**src/rtl/fetch_unit.sv**
```systemverilog
// ---------------------------------------------------------------------------
// fetch_unit
//   Program counter and fetch sequencer. Drives PC to the instruction ROM,
//   takes branch/halt/literal-load controls back from the decoder, and owns
//   the run/halt state of the core.
//
//   Optional feature macro: FETCH_TAKEN_CNT_EN
//     defined   -> TakenCount counts taken branches (saturating, cleared on
//                  reset and on every honoured Start)
//     undefined -> TakenCount is tied to zero, no counter flops
//
// Ports
//   Clk             in   core clock, rising edge
//   ResetN          in   asynchronous active-low reset
//   Start           in   begin execution at StartAddr (IDLE/HALTED only)
//   StartAddr       in   first instruction address
//   Stall           in   hold PC and state this cycle (no effect in HALTED)
//   BranchEn        in   current instruction is a branch
//   ConditionBranch in   branch is conditional
//   CondFlag        in   ALU compare flag, conditional branch taken when 1
//   Target          in   absolute branch target
//   Halt            in   halt instruction
//   RegSet          in   next ROM word is a literal
//   PC              out  current fetch address
//   IsLoadingReg    out  current ROM word is a RegSet literal
//   Running         out  state is RUN or LOADREG
//   Done            out  state is HALTED
//   TakenCount      out  taken-branch count
// ---------------------------------------------------------------------------
module fetch_unit #(
   parameter int unsigned PC_W  = 10,
   parameter int unsigned CNT_W = 16
) (
   input  logic             Clk,
   input  logic             ResetN,
   input  logic             Start,
   input  logic [PC_W-1:0]  StartAddr,
   input  logic             Stall,
   input  logic             BranchEn,
   input  logic             ConditionBranch,
   input  logic             CondFlag,
   input  logic [PC_W-1:0]  Target,
   input  logic             Halt,
   input  logic             RegSet,
   output logic [PC_W-1:0]  PC,
   output logic             IsLoadingReg,
   output logic             Running,
   output logic             Done,
   output logic [CNT_W-1:0] TakenCount
);

   typedef enum logic [1:0] {
      ST_IDLE    = 2'd0,
      ST_RUN     = 2'd1,
      ST_LOADREG = 2'd2,
      ST_HALTED  = 2'd3
   } state_t;

   state_t          state, state_nxt;
   logic [PC_W-1:0] pc_q, pc_nxt, pc_inc;

   // Increment wraps modulo 2**PC_W by width truncation.
   assign pc_inc = pc_q + PC_W'(1);

   // State and PC register
   always_ff @(posedge Clk or negedge ResetN) begin
      if (!ResetN) begin
         state <= ST_IDLE;
         pc_q  <= '0;
      end else begin
         state <= state_nxt;
         pc_q  <= pc_nxt;
      end
   end

   // Next-state and next-PC logic
   always_comb begin
      state_nxt = state;
      pc_nxt    = pc_q;
      case (state)
         ST_IDLE, ST_HALTED: begin
            if (Start) begin
               pc_nxt    = StartAddr;
               state_nxt = ST_RUN;
            end
         end
         ST_RUN: begin
            if (!Stall) begin
               if (Halt) begin
                  state_nxt = ST_HALTED;
               end else if (BranchEn && (!ConditionBranch || CondFlag)) begin
                  pc_nxt = Target;
               end else if (BranchEn) begin
                  pc_nxt = pc_inc;
               end else if (RegSet) begin
                  // Branch and RegSet together: branch arms above win, RegSet dropped.
                  pc_nxt    = pc_inc;
                  state_nxt = ST_LOADREG;
               end else begin
                  pc_nxt = pc_inc;
               end
            end
         end
         ST_LOADREG: begin
            // Decoder controls are meaningless on a literal word; only Stall matters.
            if (!Stall) begin
               pc_nxt    = pc_inc;
               state_nxt = ST_RUN;
            end
         end
         default: begin
            state_nxt = ST_IDLE;
            pc_nxt    = '0;
         end
      endcase
   end

   // Outputs decoded from the state register only
   always_comb begin
      PC           = pc_q;
      IsLoadingReg = (state == ST_LOADREG);
      Running      = (state == ST_RUN) || (state == ST_LOADREG);
      Done         = (state == ST_HALTED);
   end

`ifdef FETCH_TAKEN_CNT_EN
   logic             taken;
   logic             start_ok;
   logic [CNT_W-1:0] taken_cnt;

   assign taken    = (state == ST_RUN) && !Stall && !Halt && BranchEn &&
                     (!ConditionBranch || CondFlag);
   assign start_ok = Start && ((state == ST_IDLE) || (state == ST_HALTED));

   always_ff @(posedge Clk or negedge ResetN) begin
      if (!ResetN) begin
         taken_cnt <= '0;
      end else if (start_ok) begin
         taken_cnt <= '0;
      end else if (taken && (taken_cnt != '1)) begin
         taken_cnt <= taken_cnt + CNT_W'(1);
      end
   end

   assign TakenCount = taken_cnt;
`else
   assign TakenCount = '0;
`endif

endmodule

```
**config.mk**
```make
export PLATFORM = sky130hd
export DESIGN_NAME = fetch_unit
export DESIGN_NICKNAME = d
export VERILOG_FILES = /design/src/rtl/fetch_unit.sv
export SDC_FILE = /design/constraint.sdc
export NUM_CORES = 1
export LEC_CHECK = 0
export CAP_MARGIN = 30
export CORE_MARGIN = 2
export CORE_UTILIZATION = 42
export DETAILED_ROUTE_END_ITERATION = 12
export GPL_TIMING_DRIVEN = 0
export PLACE_DENSITY = 0.85
export SKIP_CTS_REPAIR_TIMING = 1
export SKIP_LAST_GASP = 1
export SLEW_MARGIN = 15
export SYNTH_ARGS = -nofsm -noshare
export SYNTH_HDL_FRONTEND = slang
export SYNTH_SLANG_ARGS = --single-unit
```
**constraint.sdc**
```tcl
create_clock -name Clk -period 3 [get_ports Clk]
set_input_delay 0.75 -clock Clk [delete_from_list [all_inputs] [get_ports Clk]]
set_output_delay 0.75 -clock Clk [all_outputs]
set_load 0.02 [all_outputs]
```
-- Yosys cells after proc, flatten, opt, wreduce, memory -nomap -nowiden
Cells that the tools add are included.
- register bits after elaboration: 12
- input bits: 29
- output and inout bits: 29
- word-level logic and storage cells: 35
- add/subtract/negate cells: 1
- equal/unequal tests: 10
- mux-type cells: 14
- reductions and logical operators: 8
- operator list (operator ; count):
    10-bit 2-to-1 mux ; 5
    10-bit case mux with 3 select lines ; 1
    2-bit 2-to-1 mux ; 7
    10-bit by 1-bit adder with 10-bit output (second input constant) ; 1
    3-bit != test (second input constant) ; 3
    2-bit != test (second input constant) ; 4
    2-bit case mux with 3 select lines ; 1
    6-bit AND reduction ; 1
    2-bit equality test (second input constant) ; 2
    4-bit AND reduction ; 1
    2-bit by 1-bit equality test with 1-bit output (second input constant) ; 1
    2-bit logical NOT ; 1
    1-bit logical OR ; 2
    2-bit OR reduction ; 1
    1-bit logical AND ; 1
    1-bit logical NOT ; 1

-- Logic depth before layout (Yosys ltp)
- word-level depth: 7
- mapped depth: 7
- gate-level depth less buffers: 6

-- Worst setup path before layout
OpenSTA, ideal clock, no wires.
- path kind: register -> output
- start point: reg state[0]
- end point: out Running
- data arrival time: 1174 ps
- required time: 2250 ps
- setup slack: 1076 ps
- cell stages (with the launch flop): 5
- path buffers: 1
- cells stage by stage: dfrtp_1 > inv_1 > ha_1 > buf_2 > inv_1
- longest elaborated chain between the ends: 2
- elaborated cells on any way between the ends: 3
- those cells by class: 2 x eq/ne; 1 x reduce/logical
- RTL lines (what ; RTL line ; text):
    from (decl) ; 59 ; state_t state, state_nxt;
    from (signal assigned) ; 71 ; state <= state_nxt;
    2-bit by 1-bit equality test with 1-bit output or 2-bit equality test (tied branches) ; 122 ; Running = (state == ST_RUN) || (state == ST_LOADREG);
    1-bit logical OR * ; 122 ;
    to (decl) ; 47 ; output logic Running,
Mark *: on every way between the ends. The rest lies on a longest branch, timed or not.

-- Final worst setup path
Same ends and word-level chain as after synthesis.

==> flow_summary_export.csv <==
group,metric,value,unit
die,ios,58,
sta,period_minus_slack,2620,ps
route,ant_nets,0,
status,status,"finished, final reports clean",
yosys,avgSynthCellArea,8.26,um^2
pwr,intPower,870,uW
die,start_util,0.441,
pwr,switching_share,0.485,
route,wire_per_inst,13.1,um
global_routing,grt_pass1_vias,1104,
job,cap_violations,0,
setup_path,cpMaxStageDelayCell,"ha_1",
clock_tree,numClockSinks,12,
setup_path,rr_endpoint,"PC[8]",
yosys,synthArstFlopShare,1.00,
cells_and_area,fin_cells,221,
setup_path,worstSetupPathType,"reg -> out",
yosys,synthAdderAreaFrac,0.0462,
global_routing,grt_usage,0.215,
setup_path,path_max_fanout,10,
die,core.rowCount,18,
setup_path,worstRegToRegCells,6,
yosys,synth_top_family_by_area,"simple AND/OR/NAND/NOR gates",
sta,slew_viol_final,0,
pwr,seq_power_share,0.217,
route,wl,2.89,mm
sta,slew_headroom,0.598,
yosys,synth_seq_cells,12,
die,core,2450,um^2
sta,skew,3.64,ps
cells_and_area,area_growth,50.2,%
yosys,seq_area_frac_synth,0.277,
clock_tree,cts_tree,"built",
yosys,synthCells,131,
pwr,combPwrFrac,0.703,
sta,timing.final.crit_share,0.873,
yosys,synth-simple-area-share,0.243,
setup_path,cp_top_family,"buffers and inverters",
yosys,yosys_warnings,0,
setup_path,critPathBufInv,4,
pwr,vdd_drop_max,0.689,mV
setup_path,r2r_slack,1250,ps
global_routing,grt_max_degree,13,
place,gp_congestion,0.847,
yosys,syn_area,1080,um^2
die,fp.dieH,54.8,um
yosys,synth_flop_cell,"dfrtp_1",
setup_path,worst_setup_path_start_kind,"flip-flop",
sta,tns,0,ps
min_path,hold_path_end,"PC[8]",
route,dr.pass1.iters,4,
clock_tree,clk_latency,280,ps
min_path,hold_depth,2,
place,port_buffers,41,
cells_and_area,diodes,0,
yosys,synth.mux.area_fraction,0.00925,
min_path,min_from,"PC[8]",
global_routing,grt_pass1_wl,4.71,mm
cells_and_area,nNetsFinal,225,
setup_path,timing.rr.start,"state[0]",
route,dr.first_iter.drc_count,14,
setup_path,cp.required,2250,ps
pwr,clkPwrFrac,0.080,
sta,finalSetupViolations,0,
global_routing,antenna_found_initial,0,
yosys,synth_edf_count,0,
yosys,synth_compound_gate_area_share,0.220,
pwr,p_sw,820,uW
yosys,synth_cell_types,36,
clock_tree,cts_buffers,3,
global_routing,grt_overflow,0,
min_path,hp-class,"reg -> reg",
setup_path,worstPathArrival,1870,ps
setup_path,timing.critical_path.mode_cell,"inv_1",
clock_tree,clkTransAtPathRegs,80,ps
die,die_x,54.8,um
cells_and_area,fill_cells,215,
route,vias,1163,
route,drc_errors,0,
pwr,powerDensity,1040,nW/um^2
setup_path,crit_path_end_kind,"primary output",
sta,tightest_slew,602,ps
clock_tree,ctsHtreeMaxLevel,1,
pwr,static-leakage-power,0.734,nW
place,dp_cells,217,
sta,grt_setup_unrepaired,"false",
place,dp_hpwl,2.26,mm
setup_path,critical-path-max-stage-delay,440,ps
sta,fmax,382,MHz
clock_tree,cts_max_path_buffers,2,
clock_tree,clockRootBuffer,"clkbuf_4",
route,vias_per_cell,5.26,
setup_path,path_cells,"inv_1 -> ha_1 -> buf_2 -> inv_1 -> dlymetal6s2s_1",
die,die-area,3000,um^2
cells_and_area,drive_above_1_share,0.152,
sta,hold_violations,0,
yosys,synth_xor_area_frac,0.0243,
-- registers in the layout, indices dropped and copies added (netlist names) --
| name | cells |
|---|---|
| PC | 10 |
| state | 2 |
-- layout make-up --
| cell class | instances | area (um^2) | share of cell area |
|---|---|---|---|
| repair buffers | 41 | 413 | 0.254 |
| multi-input cells | 103 | 647 | 0.398 |
| inverters | 10 | 37.5 | 0.0231 |
| flip-flops and latches | 12 | 300 | 0.185 |
| clock buffers | 4 | 36.3 | 0.0223 |
| plain buffers | 21 | 154 | 0.0947 |
| well taps | 30 | 37.5 | 0.0231 |
-- synth_stat cells (2+ instances only) --
master	n	area, um^2
a21oi_1	3	15.0
a221oi_1	8	70.1
a31oi_1	5	31.3
and3_1	2	12.5
buf_2	3	15.0
buf_4	17	128
dfrtp_1	12	300
ha_1	4	50.1
inv_1	10	37.5
nand2_1	7	26.3
nand2b_1	11	68.8
nand3_1	5	25.0
nand3b_1	2	15.0
nor2_1	6	22.5
nor2b_1	2	12.5
nor3_1	2	10.0
o21ai_0	4	20.0
o22ai_1	4	25.0
o31ai_1	5	37.5
xnor2_1	3	26.3
-- worst max-delay path by stage --
stage	start	to	slack, ps	cells past startpoint
final	state[0]	Running	380	5
after global routing	state[0]	Running	230	5
after CTS	state[0]	Running	10	5
after detailed placement	state[0]	Running	350	5
after global placement	state[0]	Running	320	5
after floorplan	state[0]	Running	1080	4
-- metal layers --
| metal | GRT usage | up-vias | routed length [um] |
|---|---|---|---|
| li1 | - | 560 | - |
| met1 | 0.245 | 542 | 1190 |
| met2 | 0.397 | 55 | 1450 |
| met3 | 0.0137 | 6 | 209 |
| met4 | 0.104 | 0 | 52 |
| met5 | 0 | - | 0 |
-- worst reg2reg max path, cell delays in order (launching register included) --
cell and delay (ps):
dfrtp_1 390, inv_1 70, ha_1 440, buf_2 280, inv_1 160, a31oi_1 160, o221ai_1 120
-- metrics by stage --
step / power (mW) / utilization / cell area (um^2) / hold slack [ps] / setup slack, ps
2_1_floorplan: 1.17 / - / 1140 / 454 / 1080
3_3_place_gp: 1.52 / 0.646 / 1590 / 549 / 320
3_5_place_dp: 1.55 / 0.646 / 1590 / 563 / 347
4_1_cts: 1.69 / 0.661 / 1620 / 581 / 14.5
5_1_grt: 1.83 / 0.662 / 1630 / 615 / 233
6_report: 1.69 / 0.662 / 1630 / 588 / 380
-- power groups by stage --
stage / registers [mW] / clock network (mW) / logic (mW)
2_1_floorplan: 0.424 / 0 / 0.744
3_3_place_gp: 0.362 / 0 / 1.16
3_5_place_dp: 0.367 / 0 / 1.19
4_1_cts: 0.364 / 0.138 / 1.19
5_1_grt: 0.380 / 0.146 / 1.31
6_report: 0.367 / 0.136 / 1.19
-- layout by cell type (no fill, tap or decap), types with 2 or more instances in the layout --
master and count:
clkbuf_4 3, ha_1 4, o31ai_1 5, nand2_1 7
and3_1 2, a21oi_1 3, dfrtp_1 12, a31oi_1 5
nand2b_1 11, conb_1 16, nor3_1 2, buf_2 3
buf_4 17, inv_1 10, clkdlybuf4s50_1 40, nor2_1 6
nand3b_1 2, nor2b_1 2, xnor2_1 3, nand3_1 5
a221oi_1 8, o22ai_1 4, o21ai_0 4
-- cells by family (layout without fill, tap and decap cells) --
| family | count (synthesis) | count (layout) |
|---|---|---|
| muxes | 1 | 1 |
| other | 1 | 16 |
| DFF | 12 | 12 |
| AOI/OAI and AO/OA | 34 | 34 |
| buffers and inverters | 31 | 76 |
| and+or+nand+nor | 45 | 45 |
| xor gates and xnor gates | 3 | 3 |
| adders and majority gates | 4 | 4 |
Power figures use the tool's default switching activity.
